[src/rtl/ula_pkg.sv]
// Shared definitions for the ULA result path: FSM state encoding, flag bit
// positions and default datapath sizing.
package ula_pkg;

  // Default data width of the ULA result and of the held value
  localparam int WIDTH_PADRAO = 8;

  // Largest supported ULA latency (executar to valid resultado_ula)
  localparam int LATENCIA_MAX = 3;

  // Flag bit positions inside the 4-bit {Z,N,C,V} flag word
  localparam int FLAG_Z = 3;
  localparam int FLAG_N = 2;
  localparam int FLAG_C = 1;
  localparam int FLAG_V = 0;

  // Result register controller states
  typedef enum logic [1:0] {
    INICIAL   = 2'd0,
    AGUARDA   = 2'd1,
    ENCADEADO = 2'd2
  } estado_t;

endpackage

[src/rtl/registrador_resultado_pilha_historico.sv]
// pilha_historico: circular LIFO of previous results used for undo.
// When full, a push overwrites the oldest entry. dado_out always shows the
// most recent entry; pop discards it. limpar empties the stack synchronously.
module pilha_historico
  import ula_pkg::*;
#(
  parameter int W    = 12,
  parameter int PROF = 4
) (
  input  logic         clk,
  input  logic         reset,
  input  logic         limpar,
  input  logic         push,
  input  logic         pop,
  input  logic [W-1:0] dado_in,
  output logic [W-1:0] dado_out,
  output logic         vazio
);

  localparam int PW = (PROF > 1) ? $clog2(PROF) : 1;
  localparam int OW = $clog2(PROF + 1);
  localparam logic [PW-1:0] ULTIMO = PW'(PROF - 1);
  localparam logic [OW-1:0] CHEIO  = OW'(PROF);
  localparam logic [OW-1:0] UM     = OW'(1);

  logic [W-1:0]  mem_r [PROF];
  logic [PW-1:0] topo_r;
  logic [PW-1:0] prox_s;
  logic [PW-1:0] ant_s;
  logic [OW-1:0] ocup_r;
  logic          vazio_r;

  // Circular neighbours of the write pointer; ant_s addresses the newest entry
  always_comb begin
    prox_s = (topo_r == ULTIMO) ? {PW{1'b0}} : topo_r + {{(PW-1){1'b0}}, 1'b1};
    ant_s  = (topo_r == {PW{1'b0}}) ? ULTIMO : topo_r - {{(PW-1){1'b0}}, 1'b1};
  end

  assign dado_out = mem_r[ant_s];
  assign vazio    = vazio_r;

  // Pointer, occupancy and storage update; push wraps over the oldest entry
  always_ff @(posedge clk or posedge reset) begin
    if (reset) begin
      for (int i = 0; i < PROF; i++) begin
        mem_r[i] <= {W{1'b0}};
      end
      topo_r  <= {PW{1'b0}};
      ocup_r  <= {OW{1'b0}};
      vazio_r <= 1'b1;
    end else if (limpar) begin
      topo_r  <= {PW{1'b0}};
      ocup_r  <= {OW{1'b0}};
      vazio_r <= 1'b1;
    end else if (push) begin
      mem_r[topo_r] <= dado_in;
      topo_r        <= prox_s;
      ocup_r        <= (ocup_r == CHEIO) ? CHEIO : ocup_r + UM;
      vazio_r       <= 1'b0;
    end else if (pop && !vazio_r) begin
      topo_r  <= ant_s;
      ocup_r  <= ocup_r - UM;
      vazio_r <= (ocup_r == UM);
    end else begin
      topo_r  <= topo_r;
      ocup_r  <= ocup_r;
      vazio_r <= vazio_r;
    end
  end

endmodule

[src/rtl/registrador_resultado.sv]
// registrador_resultado: result register and chaining controller at the ULA
// output. Holds the previous result and flags and drives the first-operand
// select (sel=0 first operation, sel=1 chained on the held result).
// Optional undo history enabled by defining REGISTRADOR_HISTORICO_EN.
module registrador_resultado
  import ula_pkg::*;
#(
  parameter int WIDTH     = WIDTH_PADRAO,
  parameter int LATENCIA  = 1,
  parameter int CONT_W    = 4,
  parameter int PROF_HIST = 4
) (
  input  logic              clk,
  input  logic              reset,
  input  logic              executar,
  input  logic              limpar,
  input  logic              desfazer,
  input  logic [WIDTH-1:0]  resultado_ula,
  input  logic [3:0]        flags_ula,
  output logic [WIDTH-1:0]  resultado_anterior,
  output logic [3:0]        flags_reg,
  output logic              sel,
  output logic              ocupado,
  output logic              valido,
  output logic [CONT_W-1:0] num_ops,
  output logic              hist_vazio
);

  localparam logic [1:0]        CNT_INI = (LATENCIA > 0) ? 2'(LATENCIA - 1) : 2'd0;
  localparam logic [CONT_W-1:0] OPS_UM  = CONT_W'(1);
  localparam logic [CONT_W-1:0] OPS_MAX = {CONT_W{1'b1}};

  estado_t           state_r, state_n;
  logic [1:0]        cnt_r, cnt_n;
  logic [WIDTH-1:0]  res_r, res_n;
  logic [3:0]        flags_r, flags_n;
  logic              sel_r, sel_n;
  logic              ocupado_r, ocupado_n;
  logic              valido_r, valido_n;
  logic [CONT_W-1:0] ops_r, ops_n;
  logic              captura_s;
  logic              push_s;
  logic              pop_s;
  logic              limpa_hist_s;
  logic              hist_vazio_s;

  // Saturating increment of the operation counter
  function automatic logic [CONT_W-1:0] inc_sat(input logic [CONT_W-1:0] v);
    inc_sat = (v == OPS_MAX) ? OPS_MAX : v + OPS_UM;
  endfunction

`ifdef REGISTRADOR_HISTORICO_EN
  logic [WIDTH+3:0] hist_topo_s;

  pilha_historico #(
    .W    (WIDTH + 4),
    .PROF (PROF_HIST)
  ) u_pilha (
    .clk      (clk),
    .reset    (reset),
    .limpar   (limpa_hist_s),
    .push     (push_s),
    .pop      (pop_s),
    .dado_in  ({res_r, flags_r}),
    .dado_out (hist_topo_s),
    .vazio    (hist_vazio_s)
  );
`else
  logic hist_unused_s;
  assign hist_vazio_s  = 1'b1;
  assign hist_unused_s = ^{desfazer, push_s, pop_s, limpa_hist_s};
`endif

  // Next-state, capture and undo decisions; limpar overrides everything
  always_comb begin
    state_n      = state_r;
    cnt_n        = cnt_r;
    res_n        = res_r;
    flags_n      = flags_r;
    sel_n        = sel_r;
    ocupado_n    = ocupado_r;
    valido_n     = valido_r;
    ops_n        = ops_r;
    captura_s    = 1'b0;
    push_s       = 1'b0;
    pop_s        = 1'b0;
    limpa_hist_s = 1'b0;

    case (state_r)
      INICIAL, ENCADEADO: begin
        if (executar) begin
          if (LATENCIA == 0) begin
            captura_s = 1'b1;
          end else begin
            // sel is left untouched: it keeps the mode the request came from
            state_n   = AGUARDA;
            ocupado_n = 1'b1;
            cnt_n     = CNT_INI;
          end
        end
`ifdef REGISTRADOR_HISTORICO_EN
        else if (desfazer && (state_r == ENCADEADO)) begin
          if (!hist_vazio_s) begin
            pop_s   = 1'b1;
            res_n   = hist_topo_s[WIDTH+3:4];
            flags_n = hist_topo_s[3:0];
            ops_n   = (ops_r > OPS_UM) ? ops_r - OPS_UM : OPS_UM;
          end else begin
            state_n  = INICIAL;
            sel_n    = 1'b0;
            valido_n = 1'b0;
            ops_n    = {CONT_W{1'b0}};
          end
        end
`endif
        else begin
          state_n = state_r;
        end
      end
      AGUARDA: begin
        if (cnt_r == 2'd0) begin
          captura_s = 1'b1;
        end else begin
          cnt_n = cnt_r - 2'd1;
        end
      end
      default: begin
        state_n   = INICIAL;
        cnt_n     = 2'd0;
        sel_n     = 1'b0;
        ocupado_n = 1'b0;
        valido_n  = 1'b0;
        ops_n     = {CONT_W{1'b0}};
      end
    endcase

    if (captura_s) begin
      // Only chained captures have a meaningful previous result to save
      push_s    = sel_r;
      state_n   = ENCADEADO;
      cnt_n     = 2'd0;
      res_n     = resultado_ula;
      flags_n   = flags_ula;
      sel_n     = 1'b1;
      ocupado_n = 1'b0;
      valido_n  = 1'b1;
      ops_n     = inc_sat(ops_r);
    end else begin
      push_s = 1'b0;
    end

    if (limpar) begin
      // Held result and flags survive; the pending capture is discarded
      state_n      = INICIAL;
      cnt_n        = 2'd0;
      res_n        = res_r;
      flags_n      = flags_r;
      sel_n        = 1'b0;
      ocupado_n    = 1'b0;
      valido_n     = 1'b0;
      ops_n        = {CONT_W{1'b0}};
      push_s       = 1'b0;
      pop_s        = 1'b0;
      limpa_hist_s = 1'b1;
    end else begin
      limpa_hist_s = 1'b0;
    end
  end

  // State and output registers
  always_ff @(posedge clk or posedge reset) begin
    if (reset) begin
      state_r   <= INICIAL;
      cnt_r     <= 2'd0;
      res_r     <= {WIDTH{1'b0}};
      flags_r   <= 4'd0;
      sel_r     <= 1'b0;
      ocupado_r <= 1'b0;
      valido_r  <= 1'b0;
      ops_r     <= {CONT_W{1'b0}};
    end else begin
      state_r   <= state_n;
      cnt_r     <= cnt_n;
      res_r     <= res_n;
      flags_r   <= flags_n;
      sel_r     <= sel_n;
      ocupado_r <= ocupado_n;
      valido_r  <= valido_n;
      ops_r     <= ops_n;
    end
  end

  assign resultado_anterior = res_r;
  assign flags_reg          = flags_r;
  assign sel                = sel_r;
  assign ocupado            = ocupado_r;
  assign valido             = valido_r;
  assign num_ops            = ops_r;
  assign hist_vazio         = hist_vazio_s;

endmodule
[config.mk]
export PLATFORM = sky130hd
export DESIGN_NAME = registrador_resultado
export DESIGN_NICKNAME = d
export VERILOG_FILES = /design/src/rtl/ula_pkg.sv /design/src/rtl/registrador_resultado_pilha_historico.sv /design/src/rtl/registrador_resultado.sv
export SDC_FILE = /design/constraint.sdc
export NUM_CORES = 1
export LEC_CHECK = 0
export BUFFER_PORTS_ARGS = -buffer_cell sky130_fd_sc_hd__buf_2
export CORE_UTILIZATION = 44
export DETAILED_ROUTE_END_ITERATION = 12
export PLACE_DENSITY = 0.73
export SYNTH_ARGS = -nofsm -noshare
export SYNTH_HDL_FRONTEND = slang
export SYNTH_SLANG_ARGS = --single-unit
[constraint.sdc]
create_clock -name clk -period 4.53 [get_ports clk]
set_input_delay 0.906 -clock clk [delete_from_list [all_inputs] [get_ports clk]]
set_output_delay 0.906 -clock clk [all_outputs]
set_load 0.02 [all_outputs]
==> impl_metrics.env <==
export IMPL_setup_viol=0
export IMPL_hp_class="register to register"
export IMPL_synth_area_um2=949.7
export IMPL_ctsLongestPathBuffers=2
export IMPL_grt_overflow=0
export IMPL_synth_seq_cells=21
export IMPL_clock_root_buffer="clkbuf_4"
export IMPL_die_y_um=48.46
export IMPL_power_frac_comb_pct=26.9
export IMPL_worstMarginPinSlew_ps=783.0
export IMPL_dp_hpwl_mm=1.185
export IMPL_dr_total_vias=692
export IMPL_layout_commonest_cell="buf_2"
export IMPL_cts_inserted_buffers=3
export IMPL_grt_pass1_wl_mm=2.877
export IMPL_totalWireLength_mm=1.617
export IMPL_drt_pass1_iterations=4
export IMPL_cts_setup_buffers=0
export IMPL_cpPeakStageDelay_ps=800
export IMPL_ys_warn_count=0
export IMPL_max_cap_viol_count=0
export IMPL_drc=0
export IMPL_cp_cell_sequence="buf_2 > and4bb_1 > mux2_2"
export IMPL_wl_per_cell_um=11.89
export IMPL_ctsResizeCount=0
export IMPL_cts_tree="yes"
export IMPL_ant_nets=0
export IMPL_arrival_ps=2260
export IMPL_swShare_pct=30.86
export IMPL_final_hold_viol_count=0
export IMPL_setup_slack_ps=2459
export IMPL_syn_mean_instance_area_um2=12.50
export IMPL_insertedDiodeCount=0
export IMPL_final_cell_mix="34 x buf_2, 21 x dfrtp_1, 9 x mux2_2, 6 x a21oi_1, 5 x nor2_1"
export IMPL_cpMaxStageDelayCell="and4bb_1"
export IMPL_area_growth_pct=19.50
export IMPL_power_switching_mw=0.1335
export IMPL_required_ps=4720
export IMPL_drt_first_iter_violations=9
export IMPL_cp_max_fo=19
export IMPL_startpoint_type="input pin"
export IMPL_status="finished, final reports clean"
export IMPL_vdd_ir_drop_max_uv=148.2
export IMPL_die_width_um=48.46
export IMPL_dieArea_mm2=0.002348
export IMPL_crit_type="input pin to register"
export IMPL_p_seq_share_pct=53.1
export IMPL_grt_pass1_vias=695
export IMPL_io_buffers=34
export IMPL_start_util_pct=47.44
export IMPL_power_leakage_nw=0.5766
export IMPL_drive_gt1_share_pct=46.79
export IMPL_antenna_found_initial=0
export IMPL_max_freq_mhz=483.0
export IMPL_p_per_area_mw_per_mm2=381.2
export IMPL_end_kind="register"
export IMPL_grtUsageTotal_pct=16.02
export IMPL_grt_start_max_net_pins=22
export IMPL_cts_hold_buf=0
export IMPL_cts_sinks=21
export IMPL_synth_distinct_cells=26
export IMPL_power_frac_clock_pct=20.0
export IMPL_layout_nets=129
export IMPL_maxSlewHeadroom_pct=47.80
export IMPL_vias_per_cell=5.088
export IMPL_utilization_pct=56.69
export IMPL_holdWs_ps=509.7
export IMPL_power_internal_mw=0.2991
export IMPL_pin_count=37
export IMPL_largest_reg_flops=8
export IMPL_synth_seq_area_share_pct=55.34
export IMPL_rsz0062_at_grt="false"
export IMPL_finalMaxSlewViolations=0
export IMPL_dp_slack_ps=2119
export IMPL_cts_htree_levels=1
export IMPL_syn_instance_count=76
export IMPL_core_area_mm2=0.002002
export IMPL_final_min_clock_period_ps=2071
export IMPL_fp_row_count=16
export IMPL_insertion_delay_ps=300
export IMPL_clock_skew_ps=8.823
export IMPL_fin_crit_sh_pct=45.71
export IMPL_setup_tns_ps=0
export IMPL_clk_pin_slew_ps=110
export IMPL_syn_nets=95
export IMPL_gp_congestion=0.7538
-- logic make-up (layout without fill, tap and decap cells) --
logic type | count (synthesis) | count (layout) | synth area share, %
other cells | 1 | 1 | 0.3949
flops | 21 | 21 | 55.34
compound gates | 14 | 14 | 9.355
mux | 13 | 13 | 16.47
buf+inv | 8 | 41 | 6.059
simple gates | 17 | 17 | 9.750
fa+ha+maj | 2 | 2 | 2.635
-- final timing paths --
kind	endpoint	start	depth (start not counted)	slack (ps)
max	resultado_anterior[2]	limpar	3	2460
min	valido	valido	1	510
max reg2reg	resultado_anterior[2]	cnt_r[0]	4	2560
min reg2reg	valido	valido	1	510
max in group asynchronous	cnt_r[0]	reset	2	3330
min in group asynchronous	resultado_anterior[4]	reset	2	720
-- routing by layer --
metal | track usage (%) | part of all wire [%] | vias up
met3 | 2.201 | 4.8 | 5
met5 | 0 | 0 | -
met1 | 16.98 | 44 | 328
met4 | 8.824 | 2.4 | 0
li1 | - | - | 332
met2 | 30.28 | 49 | 27
-- cell type report --
class                      count  area, µm²
fill                         174      867.1
sequential                    21      525.5
multi-input combinational     47      366.6
timing repair buffer          34      170.2
tap                           27      33.78
clock buffer                   3      22.52
inverter                       3      11.26
clock inverter                 1      5.005
-- power groups by stage --
stage               clock network, mW  registers [mW]  logic, mW
global placement                    0           0.232      0.115
global route                    0.102           0.235      0.124
CTS                            0.0913           0.230      0.118
detailed placement                  0           0.234      0.118
finish                         0.0867           0.230      0.116
floorplan                           0           0.269     0.0435
-- per-stage QoR --
| step | instance area, µm² | cells | power [mW] |
|---|---|---|---|
| floorplan | 949.7 | 76 | 0.3124 |
| global placement | 1107 | 132 | 0.3475 |
| detailed placement | 1107 | 132 | 0.3515 |
| CTS | 1135 | 136 | 0.4391 |
| global route | 1135 | 136 | 0.4598 |
| finish | 1135 | 136 | 0.4326 |
-- Yosys cell counts --
cell	count	area (µm²)
buf_2	1	5.000
mux2i_1	1	10.01
and4bb_1	1	12.51
nor3_1	1	5.000
inv_1	3	11.26
ha_1	2	25.02
buf_8	1	15.01
nand3_1	2	10.01
nor2_1	5	18.77
o21ai_0	2	10.01
nand2_1	3	11.26
a21oi_1	6	30.03
mux2_2	9	101.4
a22oi_1	1	7.510
a22o_1	2	17.52
buf_6	1	11.26
nor4b_1	1	8.760
nand2b_1	2	12.51
a41oi_1	1	8.760
dfrtp_1	21	525.5
nand3b_1	1	7.510
or2_2	1	6.260
buf_4	2	15.01
a21o_1	2	15.01
conb_1	1	3.750
mux2_4	3	45.04
-- critical path: cells and delay by family --
| family | cells | cell delay (ps) |
|---|---|---|
| muxes | 1 | 410 |
| buffers and inverters | 1 | 140 |
| and+or+nand+nor | 1 | 800 |
Power figures use the tool's default switching activity.
